$ cat config.mk
export PLATFORM = sky130hd
export DESIGN_NAME = sata_dbg_probe
export DESIGN_NICKNAME = d
export VERILOG_FILES = /design/src/rtl/sata_dbg_probe.sv
export SDC_FILE = /design/constraint.sdc
export NUM_CORES = 1
export LEC_CHECK = 0
export ABC_AREA = 1
export ABC_CLOCK_PERIOD_IN_PS = 2100
export BUFFER_PORTS_ARGS = -buffer_cell sky130_fd_sc_hd__buf_2
export CAP_MARGIN = 20
export CORE_MARGIN = 2
export CORE_UTILIZATION = 50
export DETAILED_ROUTE_END_ITERATION = 8
export PLACE_DENSITY = 0.76
export SYNTH_ARGS = -nofsm -noshare
export SYNTH_HDL_FRONTEND = slang
export SYNTH_SLANG_ARGS = --single-unit
$ cat constraint.sdc
create_clock -name clk -period 2.1 [get_ports clk]
set_input_delay 0.21 -clock clk [delete_from_list [all_inputs] [get_ports clk]]
set_output_delay 0.21 -clock clk [all_outputs]
set_load 0.05 [all_outputs]
$ cat src/rtl/sata_dbg_probe.sv
// sata_dbg_probe: registers SATA link Rx/Tx dwords and status, detects a
// selectable link primitive event, qualifies it with an armed trigger FSM
// that has a holdoff window, and packs a 128-bit word for the ILA TRIG0.
// Ports:
//   clk, rst_n                  link clock, async active-low reset
//   rx_data/rx_charisk          received dword and K-flags
//   tx_data/tx_charisk          transmitted dword and K-flags
//   link_up, phy_ready          link status
//   arm, disarm, trig_sel       trigger control and event select
//   trig0, trig_event, event_cnt  probe word, fire pulse, fire count
module sata_dbg_probe #(
    parameter int unsigned C_HOLDOFF = 16
) (
    input  logic         clk,
    input  logic         rst_n,
    input  logic [31:0]  rx_data,
    input  logic [3:0]   rx_charisk,
    input  logic [31:0]  tx_data,
    input  logic [3:0]   tx_charisk,
    input  logic         link_up,
    input  logic         phy_ready,
    input  logic         arm,
    input  logic         disarm,
    input  logic [1:0]   trig_sel,
    output logic [127:0] trig0,
    output logic         trig_event,
    output logic [15:0]  event_cnt
);

    localparam logic [31:0] SOF  = 32'h3737B57C;
    localparam logic [31:0] EOF  = 32'hD5D5B57C;
    localparam logic [31:0] RERR = 32'h5656B57C;
    localparam logic [7:0]  HOLD_LOAD = 8'(C_HOLDOFF - 1);

    typedef enum logic [1:0] {
        S_IDLE  = 2'd0,
        S_ARMED = 2'd1,
        S_FIRED = 2'd2,
        S_HOLD  = 2'd3
    } state_t;

    // stage 1
    logic [31:0] rx_data_q, tx_data_q;
    logic [3:0]  rx_k_q, tx_k_q;
    logic        link_up_q, link_up_prev_q, phy_ready_q;
    logic        arm_q, disarm_q;
    logic [1:0]  sel_q;

    // control / stage 2
    state_t       state_q, state_d;
    logic [7:0]   hold_q, hold_d;
    logic [15:0]  cnt_q, cnt_d;
    logic [31:0]  ts_q;
    logic [127:0] trig0_q, trig0_d;
    logic         ev_q;
    logic         fire;
    logic         raw_hit;
    logic         is_prim;

    always_ff @(posedge clk or negedge rst_n) begin
        if (!rst_n) begin
            rx_data_q      <= '0;
            tx_data_q      <= '0;
            rx_k_q         <= '0;
            tx_k_q         <= '0;
            link_up_q      <= 1'b0;
            link_up_prev_q <= 1'b0;
            phy_ready_q    <= 1'b0;
            arm_q          <= 1'b0;
            disarm_q       <= 1'b0;
            sel_q          <= '0;
        end else begin
            rx_data_q      <= rx_data;
            tx_data_q      <= tx_data;
            rx_k_q         <= rx_charisk;
            tx_k_q         <= tx_charisk;
            link_up_q      <= link_up;
            link_up_prev_q <= link_up_q;
            phy_ready_q    <= phy_ready;
            arm_q          <= arm;
            disarm_q       <= disarm;
            sel_q          <= trig_sel;
        end
    end

    // primitives carry a single K28.3 in byte 0
    assign is_prim = (rx_k_q == 4'b0001);

    always_comb begin
        raw_hit = 1'b0;
        unique case (sel_q)
            2'd0: raw_hit = is_prim && (rx_data_q == SOF);
            2'd1: raw_hit = is_prim && (rx_data_q == EOF);
            2'd2: raw_hit = is_prim && (rx_data_q == RERR);
            2'd3: raw_hit = link_up_prev_q && !link_up_q;
        endcase
    end

    // holdoff is loaded on the fire edge and also counts during FIRED,
    // so the next fire can come C_HOLDOFF+1 cycles after the last one
    always_comb begin
        state_d = state_q;
        hold_d  = hold_q;
        fire    = 1'b0;
        if (disarm_q) begin
            state_d = S_IDLE;
            hold_d  = '0;
        end else begin
            unique case (state_q)
                S_IDLE: begin
                    if (arm_q) state_d = S_ARMED;
                end
                S_ARMED: begin
                    if (raw_hit) begin
                        state_d = S_FIRED;
                        hold_d  = HOLD_LOAD;
                        fire    = 1'b1;
                    end
                end
                S_FIRED: begin
                    state_d = S_HOLD;
                    hold_d  = (hold_q == 8'd0) ? 8'd0 : hold_q - 8'd1;
                end
                S_HOLD: begin
                    if (hold_q == 8'd0) state_d = S_ARMED;
                    else                hold_d  = hold_q - 8'd1;
                end
            endcase
        end
    end

    always_comb begin
        cnt_d = cnt_q;
        if (fire && (cnt_q != 16'hFFFF)) cnt_d = cnt_q + 16'd1;
    end

    assign trig0_d = {ts_q, cnt_d, 3'b000, state_d, fire,
                      phy_ready_q, link_up_q, tx_k_q, rx_k_q,
                      tx_data_q, rx_data_q};

    always_ff @(posedge clk or negedge rst_n) begin
        if (!rst_n) begin
            state_q <= S_IDLE;
            hold_q  <= '0;
            cnt_q   <= '0;
            ts_q    <= '0;
            trig0_q <= '0;
            ev_q    <= 1'b0;
        end else begin
            state_q <= state_d;
            hold_q  <= hold_d;
            cnt_q   <= cnt_d;
            ts_q    <= ts_q + 32'd1;
            trig0_q <= trig0_d;
            ev_q    <= fire;
        end
    end

    assign trig0      = trig0_q;
    assign trig_event = ev_q;
    assign event_cnt  = cnt_q;

endmodule
* After elaboration in Yosys (flattened, before gate mapping)
Cells that the tools add are included.
** Operators by class
- Eq/ne operators :: 13
- Add/sub/neg operators :: 3
- Multiplexer cells :: 15
- Reduce and logical (&&, ||, !) cells :: 11
** Operators with widths (count)
- adder 32 x 1 -> 32 bit, second input constant :: 1
- == test 32 x 30 -> 1 bit, second input constant :: 1
- == test 32 x 31 -> 1 bit, second input constant :: 1
- == test 32 bit, second input constant :: 1
- two-way mux 8 bit :: 4
- one-hot mux 8 bit (3 select lines) :: 1
- adder 16 x 1 -> 16 bit, second input constant :: 1
- two-way mux 16 bit :: 1
- inequality test 16 bit, second input constant :: 1
- == test 2 bit, second input constant :: 4
- logical NOT 8 bit :: 1
- two-way mux 2 bit :: 4
- one-hot mux 2 bit (4 select lines) :: 1
- subtractor 8 x 1 -> 8 bit, second input constant :: 1
- inequality test 3 bit, second input constant :: 2
- logical AND 1 bit :: 5
- == test 2 x 1 -> 1 bit, second input constant :: 2
- == test 4 x 1 -> 1 bit, second input constant :: 1
- logical NOT 2 bit :: 2
- one-hot mux 1 bit (4 select lines) :: 1
- nonzero test 4 bit :: 1
- two-way mux 1 bit :: 3
- AND reduction 3 bit :: 1
- logical NOT 1 bit :: 1
** Storage, ports and cells
- Bits in registers :: 263
- Output and inout port bits :: 145

* Depth between registers and ports, before layout
- Depth after elaboration :: 8
- Mapped depth :: 14
- Gate-level depth less buffers :: 14

* Least setup slack after synthesis
No wires, ideal clock.
- Kind :: reg-to-reg
- Start :: reg cnt_q[0] (netlist: event_cnt[0])
- End :: reg cnt_q[8] (netlist: event_cnt[8])
- Setup time :: 0.120 ns
- Slack :: 0.111 ns
- Cell stages (with the launch flop) :: 10
- Data required time :: 1.980 ns
- Data arrival time :: 1.869 ns
- Period minus slack after synthesis :: 1.989 ns
- Cell sequence :: dfrtp_1 -> ha_1 -> nand2_1 -> nor3_4 -> nand2_2 -> nor2_4 -> nand2_4 -> buf_2 -> nand4_1 -> nand2_1
** Between the ends
- Cells in the longest elaborated chain, start to end :: 3
- Elaborated cells between the ends (all ways) :: 4
- Those cells by class :: 1 x add/sub; 1 x eq/ne; 1 x mux; 1 x reduce/logical
** RTL lines
- start, declared :: line 52 : logic [15:0] cnt_q, cnt_d;
- start signal, assigned :: line 152 : cnt_q <= cnt_d;
- branches (longest 2 deep; another with adder 16 x 1 -> 16 bit)
- two-way mux 16 bit (*) :: line 134 : if (fire && (cnt_q != 16'hFFFF)) cnt_d = cnt_q + 16'd1;
Mark *: on every way between the ends.
A chain may end at the register's enable or synchronous reset.

* Worst setup path after layout
- Start :: reg sel_q[0]
- End :: reg cnt_q[14] (netlist: event_cnt[14])
** Between the ends
- Cells in the longest elaborated chain, start to end :: 7
- Elaborated cells between the ends (all ways) :: 10
- Those cells by class :: 3 x eq/ne; 5 x mux; 2 x reduce/logical
** RTL lines
- start, declared :: line 47 : logic [1:0] sel_q;
- start signal, assigned :: line 82 : sel_q <= trig_sel;
- == test 2 bit, or another cell as far along :: line 91 : unique case (sel_q)
- one-hot mux 1 bit (4 select lines) (*) :: line 91
- two-way mux 1 bit (*) :: line 114 : if (raw_hit) begin
- two-way mux 1 bit (*) :: line 109 : unique case (state_q)
- two-way mux 1 bit (*) :: line 105 : if (disarm_q) begin
- logical AND 1 bit (*) :: line 134
- two-way mux 16 bit (*) :: line 134
Every way passes the cells marked *; elsewhere a longest branch is shown, timed or not.

==> impl_metrics.yaml <==
clock_network:
  clk_latency_ns: 0.53
  cts_tree: "built"
  clk_pin_slew_ns: 0.06
  cts_sinks: 243
  cts.htree.levels: 1
  cts.root.buffer_cell: "clkbuf_16"
  cts.path.max_buffers: 3
  cts_buffers: 25
logic_synthesis:
  synth_cells: 719
  ys.warnings.count: 0
  yosysSeqAreaShare_pct: 71.12
  netlist_area_um2: 8551
  syn_avg_cell_area_um2: 11.89
  synth_area_leaders: "dfrtp_1 (71%), nand2_1 (6.5%), xor2_1 (3.3%)"
  yosysTopAreaCellShare_pct: 71.12
  yosys.area.top_type: "dfrtp_1"
  yosysUniqueCellTypes: 30
  synth-seq-cells: 243
setup_path:
  end_kind: "register"
  critPathLaunchType: "register"
  r2r_slack_ns: 0.21
  crit_arrival_ns: 2.34
  critPathRequiredTime_ns: 2.56
  cpMostUsedCell: "nand2_1"
  cp_top_family: "simple AND/OR/NAND/NOR gates"
  path_cells: "inv_1 > ha_1 > nor2_1 > nand2_1 > nand2_1 > nand3_1 > nor2_1 > nand2_2 > nand2_4 > buf_4 > nand4_1 > nand2_1"
  max_stage_delay_ns: 0.38
  worstSetupPathDepth: 12
  critPathSlowestCell: "dfrtp_1"
  r2r-start: "sel_q[0]$_DFF_PN0_"
  worstPathMaxFanout: 9
  cp.buffers_inverters: 2
  r2r-end: "event_cnt[14]$_DFFE_PN0P_"
  crit_type: "reg -> reg"
  ff2ff_path_depth: 12
layout:
  fin_nets: 1123
  fillCellCount: 1134
  fin_util_pct: 69.63
  diodes: 0
  final_area_um2: 11590
  fin_cells: 1271
  drive_gt1_share_pct: 28.35
  syn2layout_area_growth_pct: 35.51
die:
  core_um2: 16640
  die_area_um2: 18160
  start_util_pct: 51.38
  rows: 47
  die-width_um: 134.8
  fp.dieH_um: 134.8
  pin_count: 225
sta:
  skew_ns: 0.01799
  worst_pin_slew_ns: 0.5663
  finalMaxSlewViolations: 0
  slew_headroom_pct: 62.25
  finalSetupViolCount: 0
  hold_violations: 0
  rsz0062_at_grt: "false"
  post-route-min-period_ns: 1.887
  fmax_mhz: 530.0
  tns_ns: 0
  post-route-period-util_pct: 89.86
global_route:
  grt_pass1_vias: 6100
  grt_util_all_layers_pct: 21.59
  grt_overflow: 0
  grt_pass1_wl_um: 30750
  antenna_found_initial: 0
  grt_start_max_net_pins: 74
pwr:
  cellLeakagePower_uw: 0.005985
  power.density_nw_per_um2: 923.5
  power_uw: 10700
  ir_drop_v: 0.0008646
placed_design:
  dpl_cell_area_um2: 9857
  gp_congestion: 0.9087
  dp_hpwl_um: 12430
  portBuffers: 221
  placed_cells: 1143
detailed_routing:
  wirelength_um: 19370
  initialDrtViolationCount: 269
  num_vias: 6052
  wl_per_cell_um: 15.24
  drc: 0
  drt_first_pass_iters: 4
  postRouteAntennaNets: 0
  vias_per_cell: 4.762
job:
  cap_violations: 0
worst_hold_path:
  hold_class: "in -> async"
outcome:
  status: "finished, final reports clean"
[synthesized netlist by cell type]
library cell    n
inv_1          66
xor2_1         32
a21oi_1         9
nand3_4         1
nor3_4          2
nor4_1          2
o21ai_1         2
inv_2           5
nand4_1        37
conb_1          1
xnor2_1        12
buf_1           1
nand3_1        30
nand3_2         2
nand2_2         5
nor3b_1         1
buf_4          22
nor2_2          3
nand2_1       148
nor3_1         19
nor2_4          2
buf_6           1
nand3b_1        1
dfrtp_1       243
buf_2           2
nor2_1         55
clkinv_1        1
nand2_4         1
clkbuf_1        2
ha_1           11
[timing repair]
| action | CTS | global route |
|---|---|---|
| hold endpoints to repair | 146 | 0 |
| hold buffers | 79 | 0 |
| buffers inserted | 0 | 1 |
| gates resized for setup | 0 | 3 |
| endpoints found under the setup margin | 0 | 15 |
[cells by family after synthesis]
logic type | share of synthesized area [%]
XOR/XNOR | 4.507
AO/OA/AOI/OAI | 0.6438
buffers and inverters | 5.473
AND/OR/NAND/NOR | 16.61
other | 0.04386
flip-flops | 71.11
adder cells (fa/ha/maj) | 1.610
[through the flow]
step	hold slack [ns]	worst slack, ns
floorplan	-0.08559	0.1110
global route	0.2910	0.03380
finish	0.2358	0.2130
detailed placement	0.2096	0.09727
CTS	0.2666	0.07506
global placement	0.2116	0.1992
[sequential cells by signal, indices dropped and copies added (netlist names), 2 cells and up]
name / flops
ts_q: 32
trig0: 109
tx_k_q: 4
hold_q: 8
tx_data_q: 32
rx_data_q: 32
rx_k_q: 4
event_cnt: 15
sel_q: 2
[layout make-up]
cell class | instances | area [µm²] | area share [%]
flip-flops and latches | 243 | 6081 | 52.48
multi-input cells | 380 | 2041 | 17.61
repair buffers | 310 | 2019 | 17.43
clock buffers | 33 | 705.7 | 6.090
well taps | 220 | 275.3 | 2.376
inverters | 72 | 270.3 | 2.332
clock inverters | 13 | 195.2 | 1.684
[power breakdown]
part           switching (µW)  internal (µW)
clock network            1870           2890
registers                92.8           4860
logic                     690            308
total                    2650           8050
[cells in the final DEF (no fill, tap or decap), types with 9 or more instances in the layout]
cell / instances
nand3_1: 30
ha_1: 11
nand4_1: 37
clkbuf_16: 25
dlygate4sd3_1: 79
xor2_1: 32
nor2_1: 55
dfrtp_1: 243
inv_1: 66
xnor2_1: 12
nand2_1: 147
nor3_1: 19
buf_2: 220
a21oi_1: 9
[how the worst max path moves through the flow]
| stage | slack (ns) | end | start |
|---|---|---|---|
| global route | 0.03 | event_cnt[8]$_DFFE_PN0P_ | sel_q[0]$_DFF_PN0_ |
| finish | 0.21 | event_cnt[14]$_DFFE_PN0P_ | sel_q[0]$_DFF_PN0_ |
| CTS | 0.08 | event_cnt[14]$_DFFE_PN0P_ | sel_q[0]$_DFF_PN0_ |
| floorplan | 0.11 | event_cnt[8]$_DFFE_PN0P_ | event_cnt[0]$_DFFE_PN0P_ |
| global placement | 0.20 | trig0[95]$_DFFE_PN0P_ | sel_q[0]$_DFF_PN0_ |
| detailed placement | 0.1 | event_cnt[14]$_DFFE_PN0P_ | sel_q[0]$_DFF_PN0_ |
[per-layer routing]
metal / GRT usage (%) / vias up / wire (µm)
met3: 4.505 / 35 / 1283
met1: 26.66 / 2902 / 7670
met4: 6.023 / 0 / 478
met2: 38.61 / 224 / 9941
met5: 0 / - / 0
li1: - / 2891 / -
(Power assumes the default switching activity.)
